[config.mk]
export PLATFORM = sky130hd
export DESIGN_NAME = fifo_buffer_register
export DESIGN_NICKNAME = d
export VERILOG_FILES = /design/src/rtl/buffer_reg_pkg.sv /design/src/rtl/fifo_storage_array.sv /design/src/rtl/fifo_buffer_register.sv
export SDC_FILE = /design/constraint.sdc
export NUM_CORES = 1
export LEC_CHECK = 0
export ABC_AREA = 0
export BUFFER_PORTS_ARGS = -buffer_cell sky130_fd_sc_hd__buf_4
export CAP_MARGIN = 10
export CORE_MARGIN = 1.5
export CORE_UTILIZATION = 40
export CTS_BUF_LIST = sky130_fd_sc_hd__clkbuf_16
export DETAILED_ROUTE_END_ITERATION = 7
export GPL_TIMING_DRIVEN = 0
export PLACE_DENSITY = 0.66
export SLEW_MARGIN = 20
export SYNTH_ARGS = -nofsm -noshare
export SYNTH_HDL_FRONTEND = slang
export SYNTH_SLANG_ARGS = --single-unit
[constraint.sdc]
create_clock -name Clk -period 3.85 [get_ports Clk]
set_input_delay 0 -clock Clk [delete_from_list [all_inputs] [get_ports Clk]]
set_output_delay 0 -clock Clk [all_outputs]
set_load 0.02 [all_outputs]
[src/rtl/buffer_reg_pkg.sv]
// rtl/buffer_reg_pkg.sv - shared RW encoding, op decode and sizing helper for buffer registers
package buffer_reg_pkg;

    localparam logic RW_WRITE = 1'b0;
    localparam logic RW_READ  = 1'b1;

    typedef enum logic [2:0] {
        OP_IDLE  = 3'd0,
        OP_WRITE = 3'd1,
        OP_READ  = 3'd2,
        OP_OVF   = 3'd3,
        OP_UDF   = 3'd4
    } buf_op_e;

    // COUNT must represent 0..DEPTH inclusive, hence one bit more than the pointer.
    function automatic int count_width(input int depth);
        return $clog2(depth) + 1;
    endfunction

endpackage

[src/rtl/fifo_storage_array.sv]
// rtl/fifo_storage_array.sv - DEPTH x WIDTH register file, one sync write port, one async read port
module fifo_storage_array #(
    parameter  int WIDTH = 4,
    parameter  int DEPTH = 8,
    localparam int AW    = $clog2(DEPTH)
) (
    input  logic             i_clk,
    input  logic             i_wr_en,
    input  logic [AW-1:0]    i_wr_addr,
    input  logic [WIDTH-1:0] i_wr_data,
    input  logic [AW-1:0]    i_rd_addr,
    output logic [WIDTH-1:0] o_rd_data
);

    logic [WIDTH-1:0] r_mem [DEPTH];

    // Contents are don't-care after reset, so the array carries no reset.
    always_ff @(posedge i_clk) begin
        if (i_wr_en) begin
            r_mem[i_wr_addr] <= i_wr_data;
        end
    end

    assign o_rd_data = r_mem[i_rd_addr];

endmodule

[src/rtl/fifo_buffer_register.sv]
// rtl/fifo_buffer_register.sv - first-in first-out buffer register with count and error pulses
module fifo_buffer_register
    import buffer_reg_pkg::*;
#(
    parameter  int WIDTH = 4,
    parameter  int DEPTH = 8,
    localparam int PTR_W = $clog2(DEPTH),
    localparam int CNT_W = count_width(DEPTH)
) (
    input  logic             Clk,
    input  logic             Rst,
    input  logic             EN,
    input  logic             RW,
    input  logic [WIDTH-1:0] dataIn,
    output logic [WIDTH-1:0] dataOut,
    output logic             EMPTY,
    output logic             FULL,
    output logic [CNT_W-1:0] COUNT,
    output logic             OVF,
    output logic             UDF
);

    localparam logic [CNT_W-1:0] FULL_COUNT = CNT_W'(DEPTH);

    logic [PTR_W-1:0] r_wr_ptr;
    logic [PTR_W-1:0] r_rd_ptr;
    logic [CNT_W-1:0] r_count;
    logic [WIDTH-1:0] r_data_out;
    logic             r_ovf;
    logic             r_udf;

    logic             w_empty;
    logic             w_full;
    logic [WIDTH-1:0] w_rd_data;
    buf_op_e          w_op;

    // Full/empty come from the count alone; pointer equality is ambiguous.
    assign w_empty = (r_count == '0);
    assign w_full  = (r_count == FULL_COUNT);

    always_comb begin
        w_op = OP_IDLE;
        if (EN) begin
            if (RW == RW_WRITE) begin
                w_op = w_full ? OP_OVF : OP_WRITE;
            end else begin
                w_op = w_empty ? OP_UDF : OP_READ;
            end
        end
    end

    fifo_storage_array #(
        .WIDTH (WIDTH),
        .DEPTH (DEPTH)
    ) u_storage (
        .i_clk     (Clk),
        .i_wr_en   (w_op == OP_WRITE),
        .i_wr_addr (r_wr_ptr),
        .i_wr_data (dataIn),
        .i_rd_addr (r_rd_ptr),
        .o_rd_data (w_rd_data)
    );

    always_ff @(posedge Clk or negedge Rst) begin
        if (!Rst) begin
            r_wr_ptr   <= '0;
            r_rd_ptr   <= '0;
            r_count    <= '0;
            r_data_out <= '0;
            r_ovf      <= 1'b0;
            r_udf      <= 1'b0;
        end else begin
            r_ovf <= (w_op == OP_OVF);
            r_udf <= (w_op == OP_UDF);
            case (w_op)
                OP_WRITE: begin
                    r_wr_ptr <= r_wr_ptr + PTR_W'(1);
                    r_count  <= r_count + CNT_W'(1);
                end
                OP_READ: begin
                    r_data_out <= w_rd_data;
                    r_rd_ptr   <= r_rd_ptr + PTR_W'(1);
                    r_count    <= r_count - CNT_W'(1);
                end
                default: begin
                end
            endcase
        end
    end

    assign dataOut = r_data_out;
    assign COUNT   = r_count;
    assign EMPTY   = w_empty;
    assign FULL    = w_full;
    assign OVF     = r_ovf;
    assign UDF     = r_udf;

endmodule

==> impl_results.md <==
* Fill cell count at 448
* Gp weighted congestion at 0.7487
* Netlist cell types at 33
* Port Buffers at 19
* Post-placement worst setup slack at 1.557 ns
* Multi-input gate area at 668.1 sq um
* FF-to-FF End: COUNT[3]
* Sequential share of the synthesized area at 65.31%
* Post-CTS Setup Bufs at 0
* GRT Total Usage at 13.55%
* Met1 Usage GRT at 16.94%
* Post-Syn Nets at 145
* Post-synth top area share at 46.10%
* GR Layer Usage met2 at 22.42%
* CTS Buf Count at 5
* Worst Slack Setup Final at 1.569 ns
* Clock Latency Late Sink at 0.28 ns
* Synth area leader: edfxtp_1
* Mapped Avg Cell Area at 15.79 sq um
* Share of cells above drive strength 1 at 27.71%
* Die Area at 0.005654 sq mm
* Worst path arrival time at 2.48 ns
* Initial cell density of the core at 41.07%
* Post-synthesis async set-or-reset flop share at 33.33%
* Final std cells w/o fill at 236
* Worst Clk Skew at 0.002452 ns
* Sequential cell area at 0.001361 sq mm
* Critical path's slowest cell: dfrtp_1
* Fin util at 50.39%
* Final wirelength at 3413 um
* Worst setup SP type: flop
* Final setup TNS at 0 ns
* # resized after CTS at 0
* Initial antenna violation count at 0
* Worst Path Max Fanout at 7
* Ant. Diodes at 0
* Crit-path max cell delay at 0.49 ns
* Clock root buffer: clkbuf_16
* Top post-synthesis cells by count: 32 x edfxtp_1, 16 x dfrtp_1, 16 x mux2i_1
* Min cycle time layout at 2.281 ns
* Worst Path Required at 4.05 ns
* Routed len/inst at 14.46 um
* Num Clock Sinks at 48
* GRT overflow at 0
* Rel. slew slack at 54.06%
* Synthesis Warnings at 0
* Die Ht at 75.19 um
* HP Class: input port to async pin
* Core Box Area at 0.005075 sq mm
* Initial DRC Count at 70
* Vias/cell at 4.826
* Max Cap Viol at 0
* Final setup violating endpoints at 0
* DRC at 0
* Final Net Count at 178
* # placed instances at 221
* Synthesized area at 0.002084 sq mm
* Number of synthesized flops with an enable pin at 32
* Row count at 26
* Leakage at 1.025 nW
* Post-DP HPWL at 2491 um
* Mapped Cells at 132
* Drt pass-1 iters at 4
* Area Overhead vs Synth at 22.69%
* CP cell instances: nor4_4 -> or2_4 -> inv_2 -> ha_1 -> a21o_1 -> a21oi_2 -> mux2i_4 -> xnor2_1
* M3 GR Usage at 3.614%
* Reg2Reg Depth at 8
* RSZ-0062 raised after global routing: no
* Vias post-DR at 1139
* Largest net degree at the start of global routing at 17
* R2R setup slack at 1.57 ns
* Largest buffer count on any clock path at 2
* ANT nets after route at 0
* Slew Limit Fails at 0
* Global-route wire length before repair at 5375 um
* Yosys reg bits at 48
* Peak VDD IR at 0.0002249 V
* Final Hold Viols at 0
* Area contributors post-synth: edfxtp_1 46%, dfrtp_1 19%, mux2i_1 7.7%, mux4_2 4.3%, ha_1 2.4%
* Number of H-tree levels at 2
* Pwr/cell area at 711.8 mW/mm^2
* Main synth FF type: edfxtp_1
* CTS tree: built
* CP Capture Type: flop
* Count leader, synth: edfxtp_1
* # hold bufs at CTS at 7
* Fmax at 0.4384 GHz
* Global route hottest layer: met2
* Status: complete, no violations
* Final period utilization at 59.24%
* Kind of critical path: flop to flop
* Number of global-route vias before repair at 1066
* Die W at 75.19 um
* RR Startpoint: COUNT[0]
* I/O pin count at 20
* Clk slew on worst S/H paths at 0.06 ns
* Tightest Pin Transition at 0.6838 ns
metrics by stage:
| step | total power [mW] | area, sq um | hold WS, ns |
|---|---|---|---|
| global route | 1.910 | 2557 | 0.1493 |
| floorplan | 1.174 | 2085 | -0.2956 |
| global placement | 1.317 | 2315 | -0.1351 |
| CTS | 1.840 | 2557 | 0.1157 |
| finish | 1.820 | 2557 | 0.1110 |
| detailed placement | 1.345 | 2315 | -0.1286 |
routing by layer:
metal,share of wire (%),up-vias
met5,0,-
li1,-,552
met2,53,17
met3,3.0,4
met4,1.1,0
met1,43,566
cells by family after synthesis:
| group | share of synthesized area [%] |
|---|---|
| flip-flops | 65.31 |
| AND/OR/NAND/NOR | 9.244 |
| multiplexers | 13.63 |
| AO/OA/AOI/OAI | 3.721 |
| buffers and inverters | 2.641 |
| XOR/XNOR | 2.101 |
| adder cells (fa/ha/maj) | 3.361 |
flip-flops by register name, indices dropped and copies added (netlist names):
name,flops
r_rd_ptr,3
COUNT,4
r_wr_ptr,3
dataOut,4
OVF,1
UDF,1
u_storage.r_mem,32
cells in the final DEF (no fill, tap or decap), types with 2 or more instances in the layout:
cell	synthesis	layout
clkinv_4	0	2
nor2_1	9	9
nor3_1	2	2
a21oi_1	3	3
nand2b_1	3	3
nand2_1	13	13
edfxtp_1	32	32
clkbuf_16	0	5
buf_4	1	20
xnor2_1	4	4
dfrtp_1	16	16
inv_1	2	2
dlygate4sd3_1	0	7
mux2i_1	16	16
o21ai_2	4	4
ha_1	4	4
mux4_2	4	4
power breakdown:
part           internal [mW]  switching (mW)  total (mW)
Sequential             0.646          0.0998       0.746
Combinational          0.300           0.286       0.586
Clock                  0.308           0.180       0.489
Total                   1.25           0.566        1.82
critical path: cells and delay by family, from the launching register on:
kind / cells / cell delay [ns]
adder cells (fa/ha/maj): 1 / 0.27
AND/OR/NAND/NOR: 2 / 0.60
flip-flops: 1 / 0.49
AO/OA/AOI/OAI: 2 / 0.38
XOR/XNOR: 1 / 0.14
buffers and inverters: 1 / 0.07
multiplexers: 1 / 0.25
worst max-delay path by stage:
stage / to / from
6_report: COUNT[3] / COUNT[0]
5_1_grt: COUNT[3] / COUNT[0]
4_1_cts: COUNT[3] / COUNT[0]
3_5_place_dp: COUNT[3] / COUNT[0]
3_3_place_gp: COUNT[3] / COUNT[0]
2_1_floorplan: COUNT[3] / COUNT[0]
area by class of cell:
type / instances / area share [%]
plain buffers: 4 / 1.712
clock buffers: 5 / 4.892
clock inverters: 3 / 1.859
inverters: 3 / 0.4403
multi-input cells: 77 / 26.13
flip-flops and latches: 48 / 53.23
well taps: 70 / 3.425
repair buffers: 26 / 8.317
Power figures use the tool's default switching activity.
